### src/rtl/rx_sched_pkg.sv
// Shared types and default parameters for the receiver slot-buffer drain scheduler.
package rx_sched_pkg;

  typedef enum logic [1:0] {
    IDLE  = 2'd0,
    READ  = 2'd1,
    HOLD  = 2'd2,
    CLEAR = 2'd3
  } state_t;

  localparam int DEF_SLOTS    = 4;
  localparam int DEF_DATA_W   = 2;
  localparam int DEF_READ_LAT = 1;

endpackage

### src/rtl/rr_picker.sv
// Round-robin slot picker: rotate requests to start just after `last`, then take the lowest set bit.
module rr_picker #(
  parameter int SLOTS  = 4,
  parameter int ADDR_W = $clog2(SLOTS)
) (
  input  logic [SLOTS-1:0]  req,
  input  logic [ADDR_W-1:0] last,
  output logic [ADDR_W-1:0] grant_idx,
  output logic              any
);

  logic [SLOTS-1:0]  rot;
  logic [ADDR_W-1:0] off;

  always_comb begin
    rot = '0;
    off = '0;
    for (int i = 0; i < SLOTS; i++) begin
      rot[i] = req[last + ADDR_W'(i + 1)];
    end
    // Walk downwards so the lowest rotated index is the one left in `off`.
    for (int i = SLOTS - 1; i >= 0; i--) begin
      if (rot[i]) off = ADDR_W'(i);
    end
    grant_idx = last + off + ADDR_W'(1);
    any       = |req;
  end

endmodule

### src/rtl/rx_drain_scheduler.sv
// Drains occupied receive slots round-robin: read, present on valid/ready, then pulse a flag clear.
module rx_drain_scheduler
  import rx_sched_pkg::*;
#(
  parameter int SLOTS    = DEF_SLOTS,
  parameter int ADDR_W   = $clog2(SLOTS),
  parameter int DATA_W   = DEF_DATA_W,
  parameter int READ_LAT = DEF_READ_LAT
) (
  input  logic              clk,
  input  logic              rst,
  input  logic              enable,
  input  logic [SLOTS-1:0]  flag_res,
  output logic [ADDR_W-1:0] rx_addr,
  input  logic [DATA_W-1:0] rx_data,
  output logic              clr_en,
  output logic [ADDR_W-1:0] clr_addr,
  output logic              out_valid,
  input  logic              out_ready,
  output logic [DATA_W-1:0] out_data,
  output logic [ADDR_W-1:0] out_slot,
  output logic              busy
);

  localparam int LAT_W = 2;

  // Handshake: a word transfers on any rising edge where out_valid & out_ready;
  // out_valid/out_data/out_slot stay constant from assertion until that edge.

  state_t            state, next_state;
  logic [ADDR_W-1:0] last, last_d;
  logic [LAT_W-1:0]  lat_cnt, lat_d;
  logic [ADDR_W-1:0] rx_addr_d, clr_addr_d, out_slot_d, grant_idx;
  logic [DATA_W-1:0] out_data_d;
  logic              out_valid_d, clr_en_d, any;
  logic              read_done, take;

  rr_picker #(.SLOTS(SLOTS), .ADDR_W(ADDR_W)) u_picker (
    .req       (flag_res),
    .last      (last),
    .grant_idx (grant_idx),
    .any       (any)
  );

  assign read_done = (lat_cnt == LAT_W'(READ_LAT - 1));
  assign take      = out_valid & out_ready;

  always_ff @(posedge clk) begin
    if (rst) state <= IDLE;
    else     state <= next_state;
  end

  always_comb begin
    next_state = state;
    case (state)
      IDLE:    if (enable && any) next_state = READ;
      READ:    if (read_done)     next_state = HOLD;
      HOLD:    if (take)          next_state = CLEAR;
      CLEAR:                      next_state = IDLE;
      default:                    next_state = IDLE;
    endcase
  end

  always_comb begin
    rx_addr_d   = rx_addr;
    lat_d       = lat_cnt;
    out_valid_d = out_valid;
    out_data_d  = out_data;
    out_slot_d  = out_slot;
    clr_en_d    = 1'b0;
    clr_addr_d  = clr_addr;
    last_d      = last;
    case (state)
      IDLE: begin
        if (enable && any) begin
          rx_addr_d = grant_idx;
          lat_d     = '0;
        end
      end
      READ: begin
        lat_d = lat_cnt + LAT_W'(1);
        if (read_done) begin
          out_data_d  = rx_data;
          out_slot_d  = rx_addr;
          out_valid_d = 1'b1;
        end
      end
      HOLD: begin
        if (take) begin
          out_valid_d = 1'b0;
          clr_en_d    = 1'b1;
          clr_addr_d  = rx_addr;
          last_d      = rx_addr;
        end
      end
      default: ;
    endcase
  end

  // Aborting on reset leaves `last` back at SLOTS-1 and the flag untouched, so the slot is re-served.
  always_ff @(posedge clk) begin
    if (rst) begin
      rx_addr   <= '0;
      lat_cnt   <= '0;
      out_valid <= 1'b0;
      out_data  <= '0;
      out_slot  <= '0;
      clr_en    <= 1'b0;
      clr_addr  <= '0;
      last      <= ADDR_W'(SLOTS - 1);
      busy      <= 1'b0;
    end else begin
      rx_addr   <= rx_addr_d;
      lat_cnt   <= lat_d;
      out_valid <= out_valid_d;
      out_data  <= out_data_d;
      out_slot  <= out_slot_d;
      clr_en    <= clr_en_d;
      clr_addr  <= clr_addr_d;
      last      <= last_d;
      busy      <= (next_state != IDLE);
    end
  end

endmodule

### config.mk
export PLATFORM = sky130hd
export DESIGN_NAME = rx_drain_scheduler
export DESIGN_NICKNAME = d
export VERILOG_FILES = /design/src/rtl/rx_sched_pkg.sv /design/src/rtl/rr_picker.sv /design/src/rtl/rx_drain_scheduler.sv
export SDC_FILE = /design/constraint.sdc
export NUM_CORES = 1
export LEC_CHECK = 0
export CORE_MARGIN = 1
export CORE_UTILIZATION = 46
export DETAILED_ROUTE_END_ITERATION = 7
export PLACE_DENSITY_LB_ADDON = 0.25
export SKIP_CTS_REPAIR_TIMING = 1
export SKIP_LAST_GASP = 1
export SYNTH_ARGS = -nofsm -noshare
export SYNTH_HDL_FRONTEND = slang
export SYNTH_SLANG_ARGS = --single-unit
### constraint.sdc
create_clock -name clk -period 2.6 [get_ports clk]
set_clock_uncertainty 0.2 [all_clocks]
set_input_delay 0.52 -clock clk [delete_from_list [all_inputs] [get_ports clk]]
set_output_delay 0.52 -clock clk [all_outputs]
set_load 0.02 [all_outputs]
==> results.txt <==
* Run status: finished with violations
* Failing checks: design-rule violations
- Final core area utilization: 0.671
- Along the worst path, the maximum fanout reaches 5.
* Critical path data arrival time: 2380 ps
* Class of the tightest hold or removal check: flip-flop to flip-flop
* Terminus of the critical flop-to-flop path: rx_addr[1]
- After synthesis the netlist holds a flip-flop and latch count of 17.
- Clock tree synthesis inserted a total of 3 buffers.
- The clock period could shrink to between 2000 and 2500 ps.
- Share of the synthesized area in the top cell type: 0.431
- Internal power comes to 379 uW.
* Pin count of the biggest net entering global routing: 18
- Root Buffer: clkbuf_4
- Buffers added on ports: 20
* Delay contributed by the slowest stage of the critical path: 560 ps
* Global Route met3 Usage: 0.0500
- Of the total power, the share spent switching nets is 0.276.
- Transition time at the pin with the least slew margin: 528 ps
- STA classifies the critical path endpoint as a flip-flop.
* DRC violation count after routing: 4
- Measured along the x axis, the die boundary spans 43.4 um.
- CTS built an H-tree with a depth of 1.
* Grt ovf: 0
- For this configuration, the core starts out at a cell density of 0.506.
- Share of post-route cells with drive strength above 1: 0.0794
* Cell taking the most area after synthesis: dfxtp_1
* Part of the total power dissipated in the clock network: 0.265
- Layout fillers: between 100 and 150
- Place WS: -63.8 ps
- Combinational power share: 0.195
- The clock passes through at most 2 buffers.
- Clock-pin slew on the worst setup and hold paths: approximately 100 ps
- Once routing completed, OpenROAD measured the worst setup slack at around 220 ps.
* Met1 usage in global routing: 0.253
* Post-synthesis sequential area ratio: 0.431
- Startpoint type of the worst setup path: input pin
- The first global-routing pass estimated 2960 um of wire.
- For this run, the top clock speed supported by timing is 420 MHz.
- Total global routing track utilization: 0.212
- Number of cell instances on the worst register-to-register path: 8
* Netlist area before placement: between 700 and 800 sq um
- Number of maximum-capacitance constraint violations: 0
- The number of nets handed over by synthesis was 115.
- For this run, global-route usage on met2 was measured as 0.358.
* Total cell area at the placement stage: roughly 1000 sq um
- Ranked by total cell area, the synthesized netlist is headed by dfxtp_1 43%, a21oi_1 8.2%, nor2_1 7.1%.
- Setup repair after global routing left no endpoint under its margin.
* Vias: 810
- Finished Cell Area: 1050 sq um
* Synthesized instance count: 103
* Total buffers and inverters traversed by the critical path: 1
- WS Path Type: input pin to flip-flop
* Final hold violations: 0
- Insertion delay to the later sink of the worst-skew pair: 280 ps
- For this run, the detailed router's first-pass iteration total came to 6.
- In the finished design, the share of the clock period the worst path needs comes to 0.915.
- Detail Route Antenna Nets: 0
* Fraction of power consumed by sequential logic: 0.540
- TritonCTS built the clock tree.
- Area overhead of the layout relative to synthesis: 32.5%
* CTS sink cnt: 17
- The critical path crosses 9 cells after its start point.
- Each instance of the synthesized netlist takes up on average 7.67 sq um.
* Core Rows: 14
- Walking the worst path, the cells encountered are clkdlybuf4s50_1, nor2_1, a221oi_1, a21oi_1, a211oi_1, ha_1, xor2_1, nand2_1, o311ai_1.
* Maximum resistive drop on vdd: ~0.00037 V
- Fin nets: around 140
- CP startpoint: flag_res[2]
- Yosys Warn Count: 0
- Area used by sequential logic in the layout: 340 sq um
* Leak: 0.393 nW
* Slack of the worst reg-to-reg path: ~480 ps
- Switching pwr: 145 uW
- After detailed routing, the number of vias per cell comes to roughly 5.7.
* Routing layer with the top usage in global route: met2
- Crit path capture: rx_addr[1]
- DR WL/cell: 12.2 um
* Dpl cells: between 100 and 150
- The finished layout holds 142 standard cells, fillers aside.
* Violation count after the first detailed-routing iteration: 13
- Routability congestion estimate: 0.702
* Power density cells: between 500 and 600 nW/um^2
- Top-Level Pins: 21
- Max Slew Vio Count: 0
* Highest-delay cell along the critical path: clkdlybuf4s50_1
- The die is roughly 43 um tall.
* Count of cell types in the netlist: 26
* R2r startpoint: last[0]
- Slew headroom: 0.647
* Antenna Diode Count: 0
- Via count of the first global-routing pass: 742
- Final wirelength: 1730 um
* HPWL after detailed placement: 1320 um
* Final count of negative-setup-slack endpoints: 0
* Area used by multi-input combinational logic: 405 sq um
- For the worst setup path, the data required time is roughly 2600 ps.
* Area enclosed by the die boundary: around 1900 sq um
- Cell type group with the largest total delay on the critical path: compound AO/OA/AOI/OAI gates
- The initial antenna violation count is 0.
* Placeable Area: between 1500 and 2000 sq um
cells in the final DEF (no fill, tap or decap), drive strengths merged:
master / instances
a31oi: 2
nand2b: 2
inv: 6
clkdlybuf4s50: 20
nand3: 7
clkbuf: 3
a211oi: 1
nor3: 3
dfxtp: 17
nor2: 15
a2111o: 1
and3: 2
o32ai: 2
a21oi: 14
xor2: 1
a221oi: 1
ha: 2
nor4: 1
or2: 2
clkinv: 1
o211ai: 1
a32oi: 1
nand2: 14
o311ai: 1
nor2b: 2
buf: 4
sequential cells by signal, indices dropped and copies added (netlist names):
name       cells
busy           1
clr_addr       2
clr_en         1
last           2
lat_cnt        2
out_data       2
out_slot       2
out_valid      1
rx_addr        2
state          2
worst min path at each step:
stage | start | end | slack [ps] | depth (start not counted)
after floorplan | lat_cnt[1] | lat_cnt[1] | 250 | 2
after global placement | clr_addr[0] | clr_addr[0] | 240 | 2
after detailed placement | clr_addr[0] | clr_addr[0] | 250 | 2
after CTS | clr_addr[1] | clr_addr[1] | 260 | 2
after global routing | clr_addr[1] | clr_addr[1] | 290 | 2
final | clr_addr[1] | clr_addr[1] | 260 | 2
power by group through the flow:
stage               Sequential (mW)  Clock (mW)  Combinational, mW
global route                  0.285       0.158              0.112
finish                        0.283       0.139              0.102
detailed placement            0.289           0              0.102
CTS                           0.283       0.146              0.103
global placement              0.288           0             0.0998
floorplan                     0.297           0             0.0497
Yosys cell counts, drive strengths merged:
cell type / n
a32oi: 1
a31oi: 2
nand2: 14
a21oi: 14
a221oi: 1
nor2: 15
clkbuf: 3
nor4: 1
nand3: 7
o311ai: 1
o32ai: 2
ha: 2
dfxtp: 17
a211oi: 1
nor2b: 2
nor3: 3
buf: 2
nand2b: 2
and3: 2
or2: 2
o211ai: 1
inv: 6
a2111o: 1
xor2: 1
tightest hold or removal path, stage by stage (launching register included):
cell and delay (ps):
dfxtp_1 320, nand2_1 50, a21oi_1 50
per-layer routing:
layer / vias up / wire length, um
li1: 405 / -
met1: 389 / 755
met2: 14 / 913
met3: 2 / 52
met4: 0 / 10
met5: - / 0
logic make-up (layout without fill, tap and decap cells):
family,count (synthesis),in the layout,share of synthesized area
and+or+nand+nor,48,48,0.273
AOI/OAI and AO/OA,24,24,0.198
adders and majority gates,2,2,0.0317
DFF,17,17,0.431
xor gates and xnor gates,1,1,0.0111
buffers and inverters,11,34,0.0555
final cells by class:
cell class / count / area share
Multi-Input combinational cell: 75 / 0.388
Sequential cell: 17 / 0.325
Timing Repair Buffer: 24 / 0.220
Clock buffer: 3 / 0.0215
Inverter: 6 / 0.0215
Tap cell: 16 / 0.0191
Clock inverter: 1 / 0.00478
through the flow:
step,hold WS (ps),power (mW),TNS [ps]
final,260,0.524,0
after global routing,292,0.555,0
after CTS,264,0.531,0
after detailed placement,251,0.391,-63.8
after global placement,244,0.388,0
after floorplan,248,0.346,0
(Power assumes the default switching activity.)
